<file path="src/rtl/pipe_ctrl_if.sv">
// Control bundle between the pipeline stages and the central sequencer.
// Carries stall requests and exception reports one way, and stall/flush/redirect back.
// Purely combinational wiring; the sequencer owns all timing.
interface pipe_ctrl_if #(
    parameter int CNT_W = 32
);
    logic             stallreq_if;
    logic             stallreq_id;
    logic             stallreq_ex;
    logic             stallreq_mem;
    logic [31:0]      excepttype_i;
    logic [31:0]      mtvec_i;
    logic [31:0]      mepc_i;
    logic [5:0]       stall;
    logic             flush;
    logic [31:0]      new_pc;
    logic             wdog_trap_o;
    logic [CNT_W-1:0] stall_cnt_o;

    // Pipeline side: raises requests and reports, obeys stall/flush.
    modport master (
        output stallreq_if, stallreq_id, stallreq_ex, stallreq_mem,
        output excepttype_i, mtvec_i, mepc_i,
        input  stall, flush, new_pc, wdog_trap_o, stall_cnt_o
    );

    // Sequencer side.
    modport slave (
        input  stallreq_if, stallreq_id, stallreq_ex, stallreq_mem,
        input  excepttype_i, mtvec_i, mepc_i,
        output stall, flush, new_pc, wdog_trap_o, stall_cnt_o
    );
endinterface

</file>
<file path="src/rtl/pipe_ctrl.sv">
// Pipeline sequencer: merges stall requests, turns MEM exceptions/watchdog into flush+redirect.
// Latency: stall is same-cycle combinational; flush/new_pc registered, one cycle after the report.
// Backpressure: stall freezes the requesting stage and all younger ones; FLUSH cycle overrides stall.
module pipe_ctrl #(
    parameter int WDOG_LIMIT = 1024,
    parameter int CNT_W      = 32
) (
    input  logic        clk,
    input  logic        rst,
    pipe_ctrl_if.slave  io_ctrl
);

    // The counter only has to reach WDOG_LIMIT-1 before the watchdog fires.
    localparam int              WD_W     = (WDOG_LIMIT < 2) ? 1 : $clog2(WDOG_LIMIT);
    localparam bit              WD_EN    = (WDOG_LIMIT != 0);
    localparam logic [WD_W-1:0] WD_LAST  = (WDOG_LIMIT == 0) ? '0 : WD_W'(WDOG_LIMIT - 1);
    localparam logic [31:0]     EXC_MRET = 32'h0000000e;

    // Stall masks: the requesting stage and every stage behind it stop.
    localparam logic [5:0] STALL_MEM  = 6'b011111;
    localparam logic [5:0] STALL_EX   = 6'b001111;
    localparam logic [5:0] STALL_ID   = 6'b000111;
    localparam logic [5:0] STALL_IF   = 6'b000011;
    localparam logic [5:0] STALL_NONE = 6'b000000;

    typedef enum logic [0:0] {
        ST_RUN   = 1'b0,
        ST_FLUSH = 1'b1
    } state_t;

    state_t           r_state;
    state_t           w_state_nxt;
    logic             r_flush;
    logic             w_flush_nxt;
    logic             r_wdog_trap;
    logic             w_wdog_trap_nxt;
    logic [31:0]      r_new_pc;
    logic [31:0]      w_new_pc_nxt;
    logic [WD_W-1:0]  r_wd_cnt;
    logic [WD_W-1:0]  w_wd_cnt_nxt;
    logic [CNT_W-1:0] r_stall_cnt;

    logic             w_any_req;
    logic [5:0]       w_stall_prio;
    logic [5:0]       w_stall;
    logic             w_exc;
    logic             w_wd_fire;
    logic [31:0]      w_exc_pc;

    assign w_any_req = io_ctrl.stallreq_if | io_ctrl.stallreq_id |
                       io_ctrl.stallreq_ex | io_ctrl.stallreq_mem;

    // Fixed-priority stall merge: the oldest stalling stage decides the mask.
    always_comb begin
        w_stall_prio = STALL_NONE;
        if (io_ctrl.stallreq_mem) begin
            w_stall_prio = STALL_MEM;
        end else if (io_ctrl.stallreq_ex) begin
            w_stall_prio = STALL_EX;
        end else if (io_ctrl.stallreq_id) begin
            w_stall_prio = STALL_ID;
        end else if (io_ctrl.stallreq_if) begin
            w_stall_prio = STALL_IF;
        end
    end

    // Nothing stalls while in reset or while the flush cycle clears the pipe.
    always_comb begin
        w_stall = w_stall_prio;
        if (!rst || (r_state == ST_FLUSH)) begin
            w_stall = STALL_NONE;
        end
    end

    // Reports are only honoured in RUN so a held report cannot retrigger during FLUSH.
    assign w_exc     = (r_state == ST_RUN) && (io_ctrl.excepttype_i != 32'd0);
    assign w_wd_fire = WD_EN && (r_state == ST_RUN) && w_any_req && (r_wd_cnt == WD_LAST);
    assign w_exc_pc  = (io_ctrl.excepttype_i == EXC_MRET) ? io_ctrl.mepc_i : io_ctrl.mtvec_i;

    // Next-state: exception beats watchdog; FLUSH always lasts exactly one cycle.
    always_comb begin
        w_state_nxt     = r_state;
        w_flush_nxt     = 1'b0;
        w_wdog_trap_nxt = 1'b0;
        w_new_pc_nxt    = r_new_pc;
        w_wd_cnt_nxt    = r_wd_cnt;
        unique case (r_state)
            ST_RUN: begin
                if (w_exc) begin
                    w_state_nxt  = ST_FLUSH;
                    w_flush_nxt  = 1'b1;
                    w_new_pc_nxt = w_exc_pc;
                    w_wd_cnt_nxt = '0;
                end else if (w_wd_fire) begin
                    w_state_nxt     = ST_FLUSH;
                    w_flush_nxt     = 1'b1;
                    w_wdog_trap_nxt = 1'b1;
                    w_new_pc_nxt    = io_ctrl.mtvec_i;
                    w_wd_cnt_nxt    = '0;
                end else if (WD_EN && w_any_req) begin
                    w_wd_cnt_nxt = r_wd_cnt + WD_W'(1);
                end else begin
                    w_wd_cnt_nxt = '0;
                end
            end
            ST_FLUSH: begin
                w_state_nxt  = ST_RUN;
                w_wd_cnt_nxt = '0;
            end
            default: begin
                w_state_nxt  = ST_RUN;
                w_wd_cnt_nxt = '0;
            end
        endcase
    end

    // State and registered outputs; reset drops flush immediately, even mid-flush.
    always_ff @(posedge clk or negedge rst) begin
        if (!rst) begin
            r_state     <= ST_RUN;
            r_flush     <= 1'b0;
            r_wdog_trap <= 1'b0;
            r_new_pc    <= 32'd0;
            r_wd_cnt    <= '0;
        end else begin
            r_state     <= w_state_nxt;
            r_flush     <= w_flush_nxt;
            r_wdog_trap <= w_wdog_trap_nxt;
            r_new_pc    <= w_new_pc_nxt;
            r_wd_cnt    <= w_wd_cnt_nxt;
        end
    end

    // Saturating count of cycles in which any stage was held.
    always_ff @(posedge clk or negedge rst) begin
        if (!rst) begin
            r_stall_cnt <= '0;
        end else if ((w_stall != STALL_NONE) && (r_stall_cnt != {CNT_W{1'b1}})) begin
            r_stall_cnt <= r_stall_cnt + CNT_W'(1);
        end
    end

    assign io_ctrl.stall       = w_stall;
    assign io_ctrl.flush       = r_flush;
    assign io_ctrl.new_pc      = r_new_pc;
    assign io_ctrl.wdog_trap_o = r_wdog_trap;
    assign io_ctrl.stall_cnt_o = r_stall_cnt;

endmodule

</file>
<file path="src/flat_wrapper.sv">
// flat-port wrapper written by rule: the top's interface ports become plain ports
module pipe_ctrl_flat 
#(
    parameter int WDOG_LIMIT = 1024,
    parameter int CNT_W      = 32
)
  (clk, rst, io_ctrl_stallreq_if, io_ctrl_stallreq_id, io_ctrl_stallreq_ex, io_ctrl_stallreq_mem, io_ctrl_excepttype_i, io_ctrl_mtvec_i, io_ctrl_mepc_i, io_ctrl_stall, io_ctrl_flush, io_ctrl_new_pc, io_ctrl_wdog_trap_o, io_ctrl_stall_cnt_o);
  pipe_ctrl_if #(.CNT_W(CNT_W)) io_ctrl_i ();
  input  logic clk;
  input  logic rst;
  input wire logic [$bits(io_ctrl_i.stallreq_if)-1:0] io_ctrl_stallreq_if;
  input wire logic [$bits(io_ctrl_i.stallreq_id)-1:0] io_ctrl_stallreq_id;
  input wire logic [$bits(io_ctrl_i.stallreq_ex)-1:0] io_ctrl_stallreq_ex;
  input wire logic [$bits(io_ctrl_i.stallreq_mem)-1:0] io_ctrl_stallreq_mem;
  input wire logic [$bits(io_ctrl_i.excepttype_i)-1:0] io_ctrl_excepttype_i;
  input wire logic [$bits(io_ctrl_i.mtvec_i)-1:0] io_ctrl_mtvec_i;
  input wire logic [$bits(io_ctrl_i.mepc_i)-1:0] io_ctrl_mepc_i;
  output wire logic [$bits(io_ctrl_i.stall)-1:0] io_ctrl_stall;
  output wire logic [$bits(io_ctrl_i.flush)-1:0] io_ctrl_flush;
  output wire logic [$bits(io_ctrl_i.new_pc)-1:0] io_ctrl_new_pc;
  output wire logic [$bits(io_ctrl_i.wdog_trap_o)-1:0] io_ctrl_wdog_trap_o;
  output wire logic [$bits(io_ctrl_i.stall_cnt_o)-1:0] io_ctrl_stall_cnt_o;
  assign io_ctrl_i.stallreq_if = io_ctrl_stallreq_if;
  assign io_ctrl_i.stallreq_id = io_ctrl_stallreq_id;
  assign io_ctrl_i.stallreq_ex = io_ctrl_stallreq_ex;
  assign io_ctrl_i.stallreq_mem = io_ctrl_stallreq_mem;
  assign io_ctrl_i.excepttype_i = io_ctrl_excepttype_i;
  assign io_ctrl_i.mtvec_i = io_ctrl_mtvec_i;
  assign io_ctrl_i.mepc_i = io_ctrl_mepc_i;
  assign io_ctrl_stall = io_ctrl_i.stall;
  assign io_ctrl_flush = io_ctrl_i.flush;
  assign io_ctrl_new_pc = io_ctrl_i.new_pc;
  assign io_ctrl_wdog_trap_o = io_ctrl_i.wdog_trap_o;
  assign io_ctrl_stall_cnt_o = io_ctrl_i.stall_cnt_o;
  pipe_ctrl #(.WDOG_LIMIT(WDOG_LIMIT), .CNT_W(CNT_W)) u_core (.clk(clk), .rst(rst), .io_ctrl(io_ctrl_i));
endmodule
</file>
<file path="config.mk">
export PLATFORM = sky130hd
export DESIGN_NAME = pipe_ctrl_flat
export DESIGN_NICKNAME = d
export VERILOG_FILES = /design/src/rtl/pipe_ctrl_if.sv /design/src/rtl/pipe_ctrl.sv /design/src/flat_wrapper.sv
export SDC_FILE = /design/constraint.sdc
export NUM_CORES = 1
export LEC_CHECK = 0
export BUFFER_PORTS_ARGS = -buffer_cell sky130_fd_sc_hd__buf_2
export CAP_MARGIN = 20
export CORE_MARGIN = 3
export CORE_UTILIZATION = 49
export CTS_BUF_LIST = sky130_fd_sc_hd__clkbuf_8
export DETAILED_ROUTE_END_ITERATION = 7
export PLACE_DENSITY = 0.88
export SKIP_CTS_REPAIR_TIMING = 1
export SYNTH_ARGS = -nofsm -noshare
export SYNTH_HDL_FRONTEND = slang
export SYNTH_SLANG_ARGS = --single-unit
export TNS_END_PERCENT = 100
</file>
<file path="constraint.sdc">
create_clock -name clk -period 2.6 [get_ports clk]
set_input_delay 0.78 -clock clk [delete_from_list [all_inputs] [get_ports clk]]
set_output_delay 0.78 -clock clk [all_outputs]
set_load 0.01 [all_outputs]
</file>
==> results.cfg, run 1 <==
[timing]
hold_viol = 0
period_needed_ns = 2.44
slew_headroom_pct = 37.1
fmax_mhz = 410
fin_skew_ns = 0.00797
hold_slack_ns = 0.504
max_slew.worst_pin.slew_ns = 0.944
drv_slew = 0
finalCritPeriodShare_pct = 93.9
setup_viol = 0
rsz0062_at_grt = false

[synthesis]
syn_area_um2 = 3850
async_flop_share_pct = 100
synth_area_leaders = dfrtp_1 (49%), mux2_2 (19%), xnor2_1 (5.5%)
synth_edf_count = 0
synth_top_area_share_pct = 49.4
ys_seq_area_share_pct = 49.4
syn_avg_cell_area_um2 = 11.7
yosys.area.top_type = dfrtp_1
synth.distinct_cells = 41
ys_ff_latch = 76
yosys_most_used_dff = dfrtp_1
ys_warn_count = 0
syn-instance-count = 329
synth_nets = 433

[place]
dpl.hpwl_mm = 7.61
dp_cells = 599
routabilityCongestion = 0.841
io_buffers = 172
postPlaceCellArea_um2 = 4910

[finish]
area.growth.synth_to_final_pct = 32.8
final_cells = 614
final_core_utilization_pct = 68.7
fin_area_um2 = 5110
diodes = 0
fin_nets = 615
drive_gt1_share_pct = 54.6

[setup_path]
path_cells = buf_2 -> nor4_1 -> nand4_1 -> nor3_2 -> buf_12 -> mux2_2 -> mux2_2
worst_setup_path_end_kind = flip-flop
critPathTopFamily = simple AND/OR/NAND/NOR gates
cpPeakStageDelay_ns = 0.37
startpoint_type = input pin
worst-path-buf-inv = 2
worstPathArrival_ns = 2.66
criticalPathCategory = in -> reg
cp_slowest_cell = mux2_2
path_common_cell = mux2_2
critPathMaxFanout = 27
cp_data_required_time_ns = 2.82

[clock_network]
h-tree-depth = 3
cts_tree = built
cts_buffer_depth = 2
cts_buffers = 9
cts_root_buffer = clkbuf_8
insertion_delay_ns = 0.34
clkTransAtPathRegs_ns = 0.07
cts_sinks = 76

[global_routing]
grt_pass1_wl_mm = 15.2
track_usage_pct = 21.7
overflow = 0
grt_max_degree = 77
grt_antenna_before_repair = 0
grt_pass1_vias = 3172

[routing]
via_count = 3285
vias_per_cell = 5.35
drt-pass1-iter-count = 4
ant_nets = 0
drt_iter0_drc = 92
wirelength_mm = 9.89
wl_per_cell_um = 16.1
route.detailed.drc = 0

[die]
dieArea_um2 = 8960
die_w_um = 94.7
fp.dieH_um = 94.7
pin_count = 174
initial_core_util_pct = 51.7
core_area_um2 = 7450
rows = 31

[power]
p_leak_nw = 2.42
vdd_drop_max_mv = 0.548
powerDensity_nw_per_um2 = 525

[min_path]
hp-class = reg -> reg

[run]
cap_violations = 0

[status]
outcome = complete, no violations
[metrics by stage]
stage | setup TNS, ns | total power [W] | worst slack (ns)
final | 0 | 0.00268 | 0.159
after global placement | -1.13 | 0.00174 | -0.0727
after CTS | 0 | 0.00271 | 0.163
after detailed placement | -4.90 | 0.00176 | -0.191
after floorplan | 0 | 0.00153 | 0.0615
after global routing | 0 | 0.00280 | 0.142
[cell usage in the layout (no fill, tap or decap), types with 6 or more instances in the layout]
cell type / count
nand3_1: 17
buf_4: 13
buf_2: 171
nand4_1: 18
xnor2_1: 24
clkbuf_8: 9
xor2_1: 10
nand2_1: 17
nor4_1: 19
and3_1: 6
nor2_1: 15
dfrtp_1: 76
mux2_2: 66
nor3_1: 8
[cell families after synthesis]
family                   share of synthesized area [%]
XOR/XNOR                                          7.73
AND/OR/NAND/NOR                                   19.4
other                                           0.0974
multiplexers                                      19.6
adder cells (fa/ha/maj)                          0.650
flip-flops                                        49.4
AO/OA/AOI/OAI                                     1.10
buffers and inverters                             2.05
[power by group]
| group | switching [W] | internal (W) | total [W] |
|---|---|---|---|
| logic | 0.000192 | 0.000209 | 0.000401 |
| clock network | 0.000422 | 0.000529 | 0.000950 |
| registers | 0.0000752 | 0.00126 | 0.00133 |
[flip-flops by register name, indices dropped and copies added, names as in the netlist]
| signal | cells |
|---|---|
| u_core.r_wd_cnt | 10 |
| u_core.io_ctrl.wdog_trap_o | 1 |
| u_core.io_ctrl.flush | 1 |
| u_core.io_ctrl.new_pc | 32 |
| u_core.io_ctrl.stall_cnt_o | 32 |
[layout make-up]
type / count / area (um2)
Clock inverter: 6 / 80.1
Tap cell: 99 / 124
Sequential cell: 76 / 1900
Timing Repair Buffer: 186 / 993
Clock buffer: 9 / 124
Fill cell: 575 / 2330
Multi-Input combinational cell: 237 / 1890
Inverter: 1 / 3.75
[path summary, 6_finish.rpt]
path	start	to	slack, ns	cells past startpoint
max	io_ctrl_excepttype_i[13]	u_core.io_ctrl.new_pc[0]	0.16	7
min	u_core.io_ctrl.new_pc[29]	u_core.io_ctrl.new_pc[29]	0.50	1
max reg2reg	u_core.io_ctrl.stall_cnt_o[0]	u_core.io_ctrl.stall_cnt_o[30]	0.32	6
min reg2reg	u_core.io_ctrl.new_pc[29]	u_core.io_ctrl.new_pc[29]	0.50	1
max in group asynchronous	rst	u_core.io_ctrl.new_pc[13]	1.30	2
min in group asynchronous	rst	u_core.io_ctrl.stall_cnt_o[10]	0.71	2
[metal layers]
metal	part of all wire, %	up-vias	wire (um)	global-route usage [%]
met5	0	-	0	0
met4	1.8	0	175	7.45
met3	7.6	16	756	4.46
met2	52	123	5130	38.9
met1	39	1580	3830	25.7
li1	-	1566	-	-
[synth_stat cells (2+ instances only)]
| cell | number |
|---|---|
| xor2_1 | 10 |
| or3_1 | 2 |
| nand4_1 | 18 |
| and4_2 | 3 |
| nand2_1 | 17 |
| nor4_1 | 19 |
| dfrtp_1 | 76 |
| nor3_2 | 2 |
| nor3_1 | 9 |
| xnor2_1 | 24 |
| and3_1 | 6 |
| mux2_2 | 66 |
| buf_4 | 2 |
| nor2_1 | 15 |
| nand3_1 | 17 |
| nand4b_1 | 2 |
| ha_1 | 2 |
| nand2b_1 | 2 |
| and4_1 | 5 |
| buf_2 | 3 |
| clkbuf_1 | 9 |
Note: power is estimated with default switching activity, not from simulation.
==> inputs of run 2 (changes only) <==
Settings changed: CORE_UTILIZATION 49 to 53, PLACE_DENSITY 0.88 to 0.94.
Clock period 2.6 ns to 2.87 ns, I/O delays scaled along.
==> run 2 against run 1 <==
Routed wire length grew 4.1%. Via count barely moved. Register-to-register slack better by 0.22 ns. Cell count fell by 1.6%. Die area decreased by 7.1%. Clock power decreased by 20%. Sequential share of layout area grew 0.50 points. First-iteration DRC count rose by 100%. Clock-buffer cell count increased by 1. Non-clock buffer count fell by 5. Worst hold slack got worse by 0.015 ns. Largest cell class unchanged. Highest routed layer unchanged.
==> results.cfg, run 2 (same netlist as run 1, synthesis figures left out) <==
[routing]
route.detailed.drc = 0
drt-pass1-iter-count = 4
via_count = 3287
wl_per_cell_um = 17.1
vias_per_cell = 5.44
ant_nets = 0
wirelength_mm = 10.3
drt_iter0_drc = 184

[global_routing]
track_usage_pct = 25.4
grt_max_degree = 77
grt_antenna_before_repair = 0
grt_pass1_wl_mm = 17.0
grt_pass1_vias = 3461
overflow = 0

[clock_network]
h-tree-depth = 3
cts_root_buffer = clkbuf_8
cts_sinks = 76
clkTransAtPathRegs_ns = 0.07
cts_buffers = 9
cts_tree = built
cts_buffer_depth = 2
insertion_delay_ns = 0.34

[power]
power_w = 0.00234
powerDensity_nw_per_um2 = 463
vdd_drop_max_mv = 0.532
p_leak_nw = 2.38

[finish]
fin_nets = 610
area.growth.synth_to_final_pct = 31.0
layout_common_cells = buf_2 (171), dfrtp_1 (76), mux2_2 (66), xnor2_1 (24), nor4_1 (19)
drive_gt1_share_pct = 53.9
diodes = 0
layout.cells.most_common = buf_2
final_core_utilization_pct = 73.1

[timing]
setup_viol = 0
period_needed_ns = 2.48
max_slew.worst_pin.slew_ns = 0.934
fmax_mhz = 402
rsz0062_at_grt = false
slew_headroom_pct = 37.7
fin_tns_setup_ns = 0
drv_slew = 0
fin_skew_ns = 0.00766
setup_slack_ns = 0.385
hold_viol = 0
finalCritPeriodShare_pct = 86.6

[die]
dieArea_um2 = 8330
fp.dieH_um = 91.2
pin_count = 174
rows = 30
die_w_um = 91.2
initial_core_util_pct = 55.8
core_area_um2 = 6910

[status]
outcome = complete, no violations

[setup_path]
startpoint_type = input pin
setup.worst_path.start = io_ctrl_stallreq_if
path_cells = buf_2 -> nor4_4 -> nor2_1 -> buf_2
worstPathArrival_ns = 1.62
r2r_start = u_core.io_ctrl.stall_cnt_o[0]
worst_setup_path_end_kind = primary output
cpPeakStageDelay_ns = 0.35
criticalPathCategory = in -> out
path_common_cell = buf_2
cp_data_required_time_ns = 2.01
cp_slowest_cell = nor4_4
critPathMaxFanout = 4

[min_path]
worstHoldStart = u_core.io_ctrl.stall_cnt_o[14]
hp-class = reg -> reg

[place]
dpl.hpwl_mm = 7.92
io_buffers = 172
pre_cts_slack_ns = 0.0827
routabilityCongestion = 0.815

[run]
cap_violations = 0
-- run 2: changes by cell type in the layout (fill, tap and decap cells not counted), sizes merged --
cell,change
bufinv,-1
clkbuf,+1
buf,-5
clkinv,-2
-- run 2: worst paths after layout --
kind,end,slack [ns],cells past startpoint
max,io_ctrl_stall[0],0.39,4
max reg2reg,u_core.io_ctrl.stall_cnt_o[30],0.54,6
min in group asynchronous,u_core.io_ctrl.stall_cnt_o[10],0.78,2
max in group asynchronous,u_core.io_ctrl.new_pc[26],1.50,2
min reg2reg,u_core.io_ctrl.stall_cnt_o[14],0.49,1
min,u_core.io_ctrl.stall_cnt_o[14],0.49,1
-- run 2: through the flow --
stage               cells  hold slack, ns  cell area (um2)
global route          604           0.530             5050
floorplan             329           0.465             3850
CTS                   604           0.498             5050
detailed placement    591           0.487             4870
global placement      591           0.468             4870
finish                604           0.489             5050
-- run 2: where the power goes --
group | switching, W | total (W) | internal (W) | leakage [nW]
Sequential | 0.0000718 | 0.00121 | 0.00114 | 0.969
Clock | 0.000354 | 0.000762 | 0.000408 | 0.0939
Combinational | 0.000176 | 0.000364 | 0.000188 | 1.32
Total | 0.000602 | 0.00234 | 0.00173 | 2.38
-- run 2: final cells by class --
class,instances,area (um2)
sequential,76,1900
multi-input combinational,237,1890
fill,516,1860
timing repair buffer,181,956
clock buffer,10,138
tap,96,120
clock inverter,3,40.0
inverter,1,3.75
-- run 2: worst max-delay path, delay by kind of cell --
family / cells / cell delay (ns)
buffers and inverters: 2 / 0.28
and+or+nand+nor: 2 / 0.49
-- run 2: per-layer routing --
layer	vias to the layer above	global-route usage, %	part of all wire [%]
met1	1581	29.7	40
met5	-	0	0
li1	1559	-	-
met3	19	7.79	6.4
met4	0	7.79	2.0
met2	128	44.7	51
